File: src/rtl/gpc_pkg.sv
// Shared widths and types for the weighted-popcount (2,2,3:4) arbiter slice.
package gpc_pkg;

    localparam int NREQ  = 2;
    localparam int SRC0W = 3;
    localparam int SRC1W = 2;
    localparam int SRC2W = 2;
    localparam int SUMW  = 4;

    // Requester identity; also used for the round-robin pointer.
    typedef enum logic {
        REQ0 = 1'b0,
        REQ1 = 1'b1
    } req_sel_e;

endpackage

File: src/rtl/gpc223_4_arbiter_if.sv
// Requester/consumer bundle of the shared gpc223_4 arbiter.
interface gpc223_4_arbiter_if
    import gpc_pkg::*;
#(
    parameter int CNTW = 8
) ();

    logic [NREQ-1:0]  req_valid;
    logic [NREQ-1:0]  req_ready;
    logic [SRC0W-1:0] req_src0 [NREQ];
    logic [SRC1W-1:0] req_src1 [NREQ];
    logic [SRC2W-1:0] req_src2 [NREQ];
    logic             out_valid;
    logic             out_ready;
    logic [SUMW-1:0]  out_sum;
    logic             out_id;
    logic [CNTW-1:0]  served_cnt [NREQ];

    // Environment side: requesters and result consumer.
    modport master (
        output req_valid, req_src0, req_src1, req_src2, out_ready,
        input  req_ready, out_valid, out_sum, out_id, served_cnt
    );

    // Arbiter side.
    modport slave (
        input  req_valid, req_src0, req_src1, req_src2, out_ready,
        output req_ready, out_valid, out_sum, out_id, served_cnt
    );

endinterface

File: src/rtl/gpc223_4.sv
// Generalized parallel counter: popcount(src0) + 2*popcount(src1) + 4*popcount(src2).
module gpc223_4
    import gpc_pkg::*;
(
    input  logic [SRC0W-1:0] src0,
    input  logic [SRC1W-1:0] src1,
    input  logic [SRC2W-1:0] src2,
    output logic [SUMW-1:0]  sum
);

    logic [1:0] cnt0;
    logic [1:0] cnt1;
    logic [1:0] cnt2;

    // Per-weight popcounts, then shift-align and add.
    always_comb begin
        cnt0 = {1'b0, src0[0]} + {1'b0, src0[1]} + {1'b0, src0[2]};
        cnt1 = {1'b0, src1[0]} + {1'b0, src1[1]};
        cnt2 = {1'b0, src2[0]} + {1'b0, src2[1]};
        sum  = {2'b00, cnt0} + {1'b0, cnt1, 1'b0} + {cnt2, 2'b00};
    end

endmodule

File: src/rtl/gpc223_4_arbiter.sv
// Two requesters share one gpc223_4 through a round-robin grant and a
// single-entry result register with full-throughput drain-and-accept.
module gpc223_4_arbiter
    import gpc_pkg::*;
#(
    parameter int CNTW = 8
) (
    input logic               clk,
    input logic               rst,
    gpc223_4_arbiter_if.slave bus
);

    logic             slot_free;
    logic             grant_vld;
    req_sel_e         grant;
    req_sel_e         rr;
    logic [SRC0W-1:0] mux_src0;
    logic [SRC1W-1:0] mux_src1;
    logic [SRC2W-1:0] mux_src2;
    logic [SUMW-1:0]  gpc_sum;
    logic             out_valid_q;
    logic [SUMW-1:0]  out_sum_q;
    req_sel_e         out_id_q;
    logic [CNTW-1:0]  cnt_q [NREQ];

    function automatic logic [CNTW-1:0] sat_inc(input logic [CNTW-1:0] v);
        return (&v) ? v : v + CNTW'(1);
    endfunction

    // Grant: sole valid requester wins, rr breaks ties; never while reset or slot busy.
    always_comb begin
        slot_free = !out_valid_q || bus.out_ready;
        if (bus.req_valid[0] && bus.req_valid[1]) begin
            grant = rr;
        end else begin
            grant = bus.req_valid[1] ? REQ1 : REQ0;
        end
        grant_vld = !rst && slot_free && (|bus.req_valid);
        bus.req_ready        = '0;
        bus.req_ready[grant] = grant_vld;
    end

    // Operand mux into the shared counter; the loser's sources never reach it.
    always_comb begin
        mux_src0 = bus.req_src0[grant];
        mux_src1 = bus.req_src1[grant];
        mux_src2 = bus.req_src2[grant];
    end

    gpc223_4 u_gpc (
        .src0 (mux_src0),
        .src1 (mux_src1),
        .src2 (mux_src2),
        .sum  (gpc_sum)
    );

    // Result register, round-robin pointer and saturating served counters.
    always_ff @(posedge clk) begin
        if (rst) begin
            out_valid_q <= 1'b0;
            out_sum_q   <= '0;
            out_id_q    <= REQ0;
            rr          <= REQ0;
            for (int r = 0; r < NREQ; r++) begin
                cnt_q[r] <= '0;
            end
        end else if (grant_vld) begin
            out_valid_q  <= 1'b1;
            out_sum_q    <= gpc_sum;
            out_id_q     <= grant;
            rr           <= (grant == REQ0) ? REQ1 : REQ0;
            cnt_q[grant] <= sat_inc(cnt_q[grant]);
        end else if (bus.out_ready) begin
            out_valid_q <= 1'b0;
        end
    end

    // Registered state onto the bus.
    always_comb begin
        bus.out_valid = out_valid_q;
        bus.out_sum   = out_sum_q;
        bus.out_id    = out_id_q;
        for (int r = 0; r < NREQ; r++) begin
            bus.served_cnt[r] = cnt_q[r];
        end
    end

endmodule

File: src/flat_wrapper.sv
// flat-port wrapper written by rule: the top's interface ports become plain ports
module gpc223_4_arbiter_flat import gpc_pkg::*;
#(
    parameter int CNTW = 8
)
  (clk, rst, bus_req_valid, bus_req_src0, bus_req_src1, bus_req_src2, bus_out_ready, bus_req_ready, bus_out_valid, bus_out_sum, bus_out_id, bus_served_cnt);
  gpc223_4_arbiter_if #(.CNTW(CNTW)) bus_i ();
  input logic clk;
  input logic rst;
  input wire logic [$bits(bus_i.req_valid)-1:0] bus_req_valid;
  input wire logic [$bits(bus_i.req_src0)-1:0] bus_req_src0;
  input wire logic [$bits(bus_i.req_src1)-1:0] bus_req_src1;
  input wire logic [$bits(bus_i.req_src2)-1:0] bus_req_src2;
  input wire logic [$bits(bus_i.out_ready)-1:0] bus_out_ready;
  output wire logic [$bits(bus_i.req_ready)-1:0] bus_req_ready;
  output wire logic [$bits(bus_i.out_valid)-1:0] bus_out_valid;
  output wire logic [$bits(bus_i.out_sum)-1:0] bus_out_sum;
  output wire logic [$bits(bus_i.out_id)-1:0] bus_out_id;
  output wire logic [$bits(bus_i.served_cnt)-1:0] bus_served_cnt;
  assign bus_i.req_valid = bus_req_valid;
  assign bus_i.req_src0 = {>>{bus_req_src0}};
  assign bus_i.req_src1 = {>>{bus_req_src1}};
  assign bus_i.req_src2 = {>>{bus_req_src2}};
  assign bus_i.out_ready = bus_out_ready;
  assign bus_req_ready = bus_i.req_ready;
  assign bus_out_valid = bus_i.out_valid;
  assign bus_out_sum = bus_i.out_sum;
  assign bus_out_id = bus_i.out_id;
  assign bus_served_cnt = {>>{bus_i.served_cnt}};
  gpc223_4_arbiter #(.CNTW(CNTW)) u_core (.clk(clk), .rst(rst), .bus(bus_i));
endmodule
File: config.mk
export PLATFORM = sky130hd
export DESIGN_NAME = gpc223_4_arbiter_flat
export DESIGN_NICKNAME = d
export VERILOG_FILES = /design/src/rtl/gpc_pkg.sv /design/src/rtl/gpc223_4_arbiter_if.sv /design/src/rtl/gpc223_4.sv /design/src/rtl/gpc223_4_arbiter.sv /design/src/flat_wrapper.sv
export SDC_FILE = /design/constraint.sdc
export NUM_CORES = 1
export LEC_CHECK = 0
export ABC_AREA = 1
export BUFFER_PORTS_ARGS = -buffer_cell sky130_fd_sc_hd__buf_4
export CAP_MARGIN = 25
export CORE_MARGIN = 5
export CORE_UTILIZATION = 48
export CTS_BUF_LIST = sky130_fd_sc_hd__clkbuf_2 sky130_fd_sc_hd__clkbuf_4 sky130_fd_sc_hd__clkbuf_8
export DETAILED_ROUTE_END_ITERATION = 6
export GPL_ROUTABILITY_DRIVEN = 0
export GPL_TIMING_DRIVEN = 0
export PLACE_DENSITY_LB_ADDON = 0.15
export SYNTH_ARGS = -nofsm -noshare
export SYNTH_HDL_FRONTEND = slang
export SYNTH_HIERARCHICAL = 1
export SYNTH_SLANG_ARGS = --single-unit
File: constraint.sdc
create_clock -name clk -period 1.82 [get_ports clk]
set_clock_uncertainty 0.05 [all_clocks]
set_input_delay 0.364 -clock clk [delete_from_list [all_inputs] [get_ports clk]]
set_output_delay 0.364 -clock clk [all_outputs]
set_load 0.01 [all_outputs]
==> metrics <==
cell area after placement 1900 um^2; crit path time final 1810 ps; number of global-route vias before repair 1346; Post-CTS Hold Buffers 0; first-pass GRT wire length 5950 um; DRC 0; First-pass DRT Iterations 4; R2R setup slack 6 ps; initial DRC count 39; critical path's slowest cell fa_2; fin crit share 99.7%; clock slew seen by the registers of the worst setup and hold paths 130 ps; family with the most delay on the worst path adder cells; RSZ-0062 raised after global routing yes; HP Class input pin to flop; Ys Warns 6; die width 66.1 um; Num CTS Buffers 3; wire length per cell 12.7 um; Sequential Power Share 46.0%; TritonCTS clock tree done; #FFs+latches synth 23; register area 622 um^2; CP Launch Type flop; number of instances in the placed design 275; share of layout cells above drive strength 1 41.2%; Slew Limit Fails 0; Final Hold Viols 0; Worst EP required 2030 ps; final WL 3630 um; outcome completed; Setup TNS Final 0 ps; Layout Nets 268; power consumption 1.40 mW; combinational power share 37.3%; Crit Path Max Fanout 5; Synth cell types 25; ANT cells 0; switching power 469 uW; Worst-Margin Slew 339 ps; fin util 68.2%; Hold WS 161 ps; area grow syn2layout 36.7%; Worst Setup Slack post-DPL -368 ps; Rows 20; Clock Latency Late Sink 300 ps; Rel. slew slack 77.3%; cells along the critical path inv_4, a21boi_4, buf_6, nand2_2, nand2_2, inv_2, fa_2, inv_4, ha_4, xor2_1, nand2_1, nand2_1; sequential area share after synthesis 41.1%; antenna-violating nets left 0; CTS root buf clkbuf_4; Int Power 935 uW; Design Area, Final 2070 um^2; Filler cells 243; die area 4370 um^2; vias 1372; Sw Share 33.4%; power per cell area 680 nW/um^2; crit path kind flop to flop; Max Clock Freq 551 MHz; setup ws final 5.82 ps; num ports 43; Non-Filler Instances 287; Clock Power Share 16.7%; mapped cell area 1510 um^2; core area 3030 um^2; Via-to-Cell Ratio 4.78; area of the multi-input gates 841 um^2; syn_area_per_cell 8.00 um^2; maximum number of pins on one net before global-route repair 14; max_cap viols 0; H-tree Lvls 1; Critical Path End Type flop; Pleak 1.06 nW; initial core utilization 49.9%; Post-DP HPWL 2580 um; initial antenna violation count 0; peak supply drop 0.000603 V; arrival time worst endpoint 2030 ps; Num Clock Sinks 23; Mapped Cells 189; Final setup viols 0; all-layer global routing usage 17.4%; PortBufs 42; clk buf depth 2; slowest stage delay, CP 390 ps; syn nets 213; total congestion overflow 0; Worst Path Buf+Inv 4; Die Span Y 66.1 um
registers in the layout (all words and copies together), names as in the netlist:
register and cells:
u_core/cnt_q 16, u_core/rr 1, u_core/bus.out_id 1, u_core/bus.out_sum 4, u_core/bus.out_valid 1
metal layers:
layer,GRT usage (%),part of all wire [%]
met5,0,0
met4,3.55,0.41
met3,3.74,7.3
met2,32.0,51
met1,20.7,41
final timing paths:
kind | cells after the start | start | to
setup reg to reg | 12 | u_core/rr | u_core/bus.out_sum[2]
setup / recovery | 12 | u_core/rr | u_core/bus.out_sum[2]
hold / removal | 2 | rst | u_core/bus.out_valid
hold reg to reg | 2 | u_core/bus.out_id | u_core/bus.out_id
layout by cell type (no fill, tap or decap), types with 2 or more instances in the layout:
cell type and instances:
nand2_1 56, buf_4 49, inv_1 24, nand2_2 17, edfxtp_1 16, nand3_1 14
a21oi_1 9, nor2_1 8, dfxtp_1 6, nand2_4 5, clkbuf_4 3, nor2_2 3
nand3b_1 3, xor2_1 3, ha_4 3, inv_4 2, buf_6 2, inv_2 2
nor2_4 2, nand3_2 2, o21ai_0 2
layout make-up:
cell class / count / area share [%]
Buffer: 2 / 1.27
Clock inverter: 1 / 0.242
Timing Repair Buffer: 51 / 18.6
Tap cell: 44 / 2.67
Clock buffer: 3 / 1.09
Sequential cell: 23 / 30.1
Multi-Input combinational cell: 135 / 40.7
Inverter: 28 / 5.33
cells by family after synthesis:
logic type	count (synthesis)	synth area share (%)
and+or+nand+nor	112	37.0
buffers and inverters	31	9.35
DFF	23	41.1
AOI/OAI and AO/OA	15	6.21
adders and majority gates	5	4.64
xor gates and xnor gates	3	1.74
power by group through the flow:
stage / sequential (mW) / clock (mW) / combinational [mW]
2_1_floorplan: 0.680 / 0 / 0.262
3_3_place_gp: 0.657 / 0 / 0.449
3_5_place_dp: 0.658 / 0 / 0.455
4_1_cts: 0.647 / 0.241 / 0.479
5_1_grt: 0.656 / 0.264 / 0.582
6_report: 0.646 / 0.234 / 0.524
cells in the mapped netlist (all sizes together):
cell type	n	area, um^2
nand3	17	95.1
edfxtp	16	480
fa	1	20.0
buf	2	22.5
xor2	3	26.3
nor2	13	68.8
dfxtp	7	140
a21boi	1	11.3
o21ai	3	18.8
inv	28	105
clkbuf	1	13.8
o211ai	1	12.5
nand3b	3	22.5
a21oi	9	45.0
nand2	79	373
ha	4	50.1
a31oi	1	6.26
timing repair:
action,4_1_cts,5_1_grt
setup buffers,5,3
cloned,1,0
endpoints found under the setup margin,21,30
pin swaps,12,10
gates resized for setup,5,14
No activity file was read; power rests on OpenSTA's default activity.
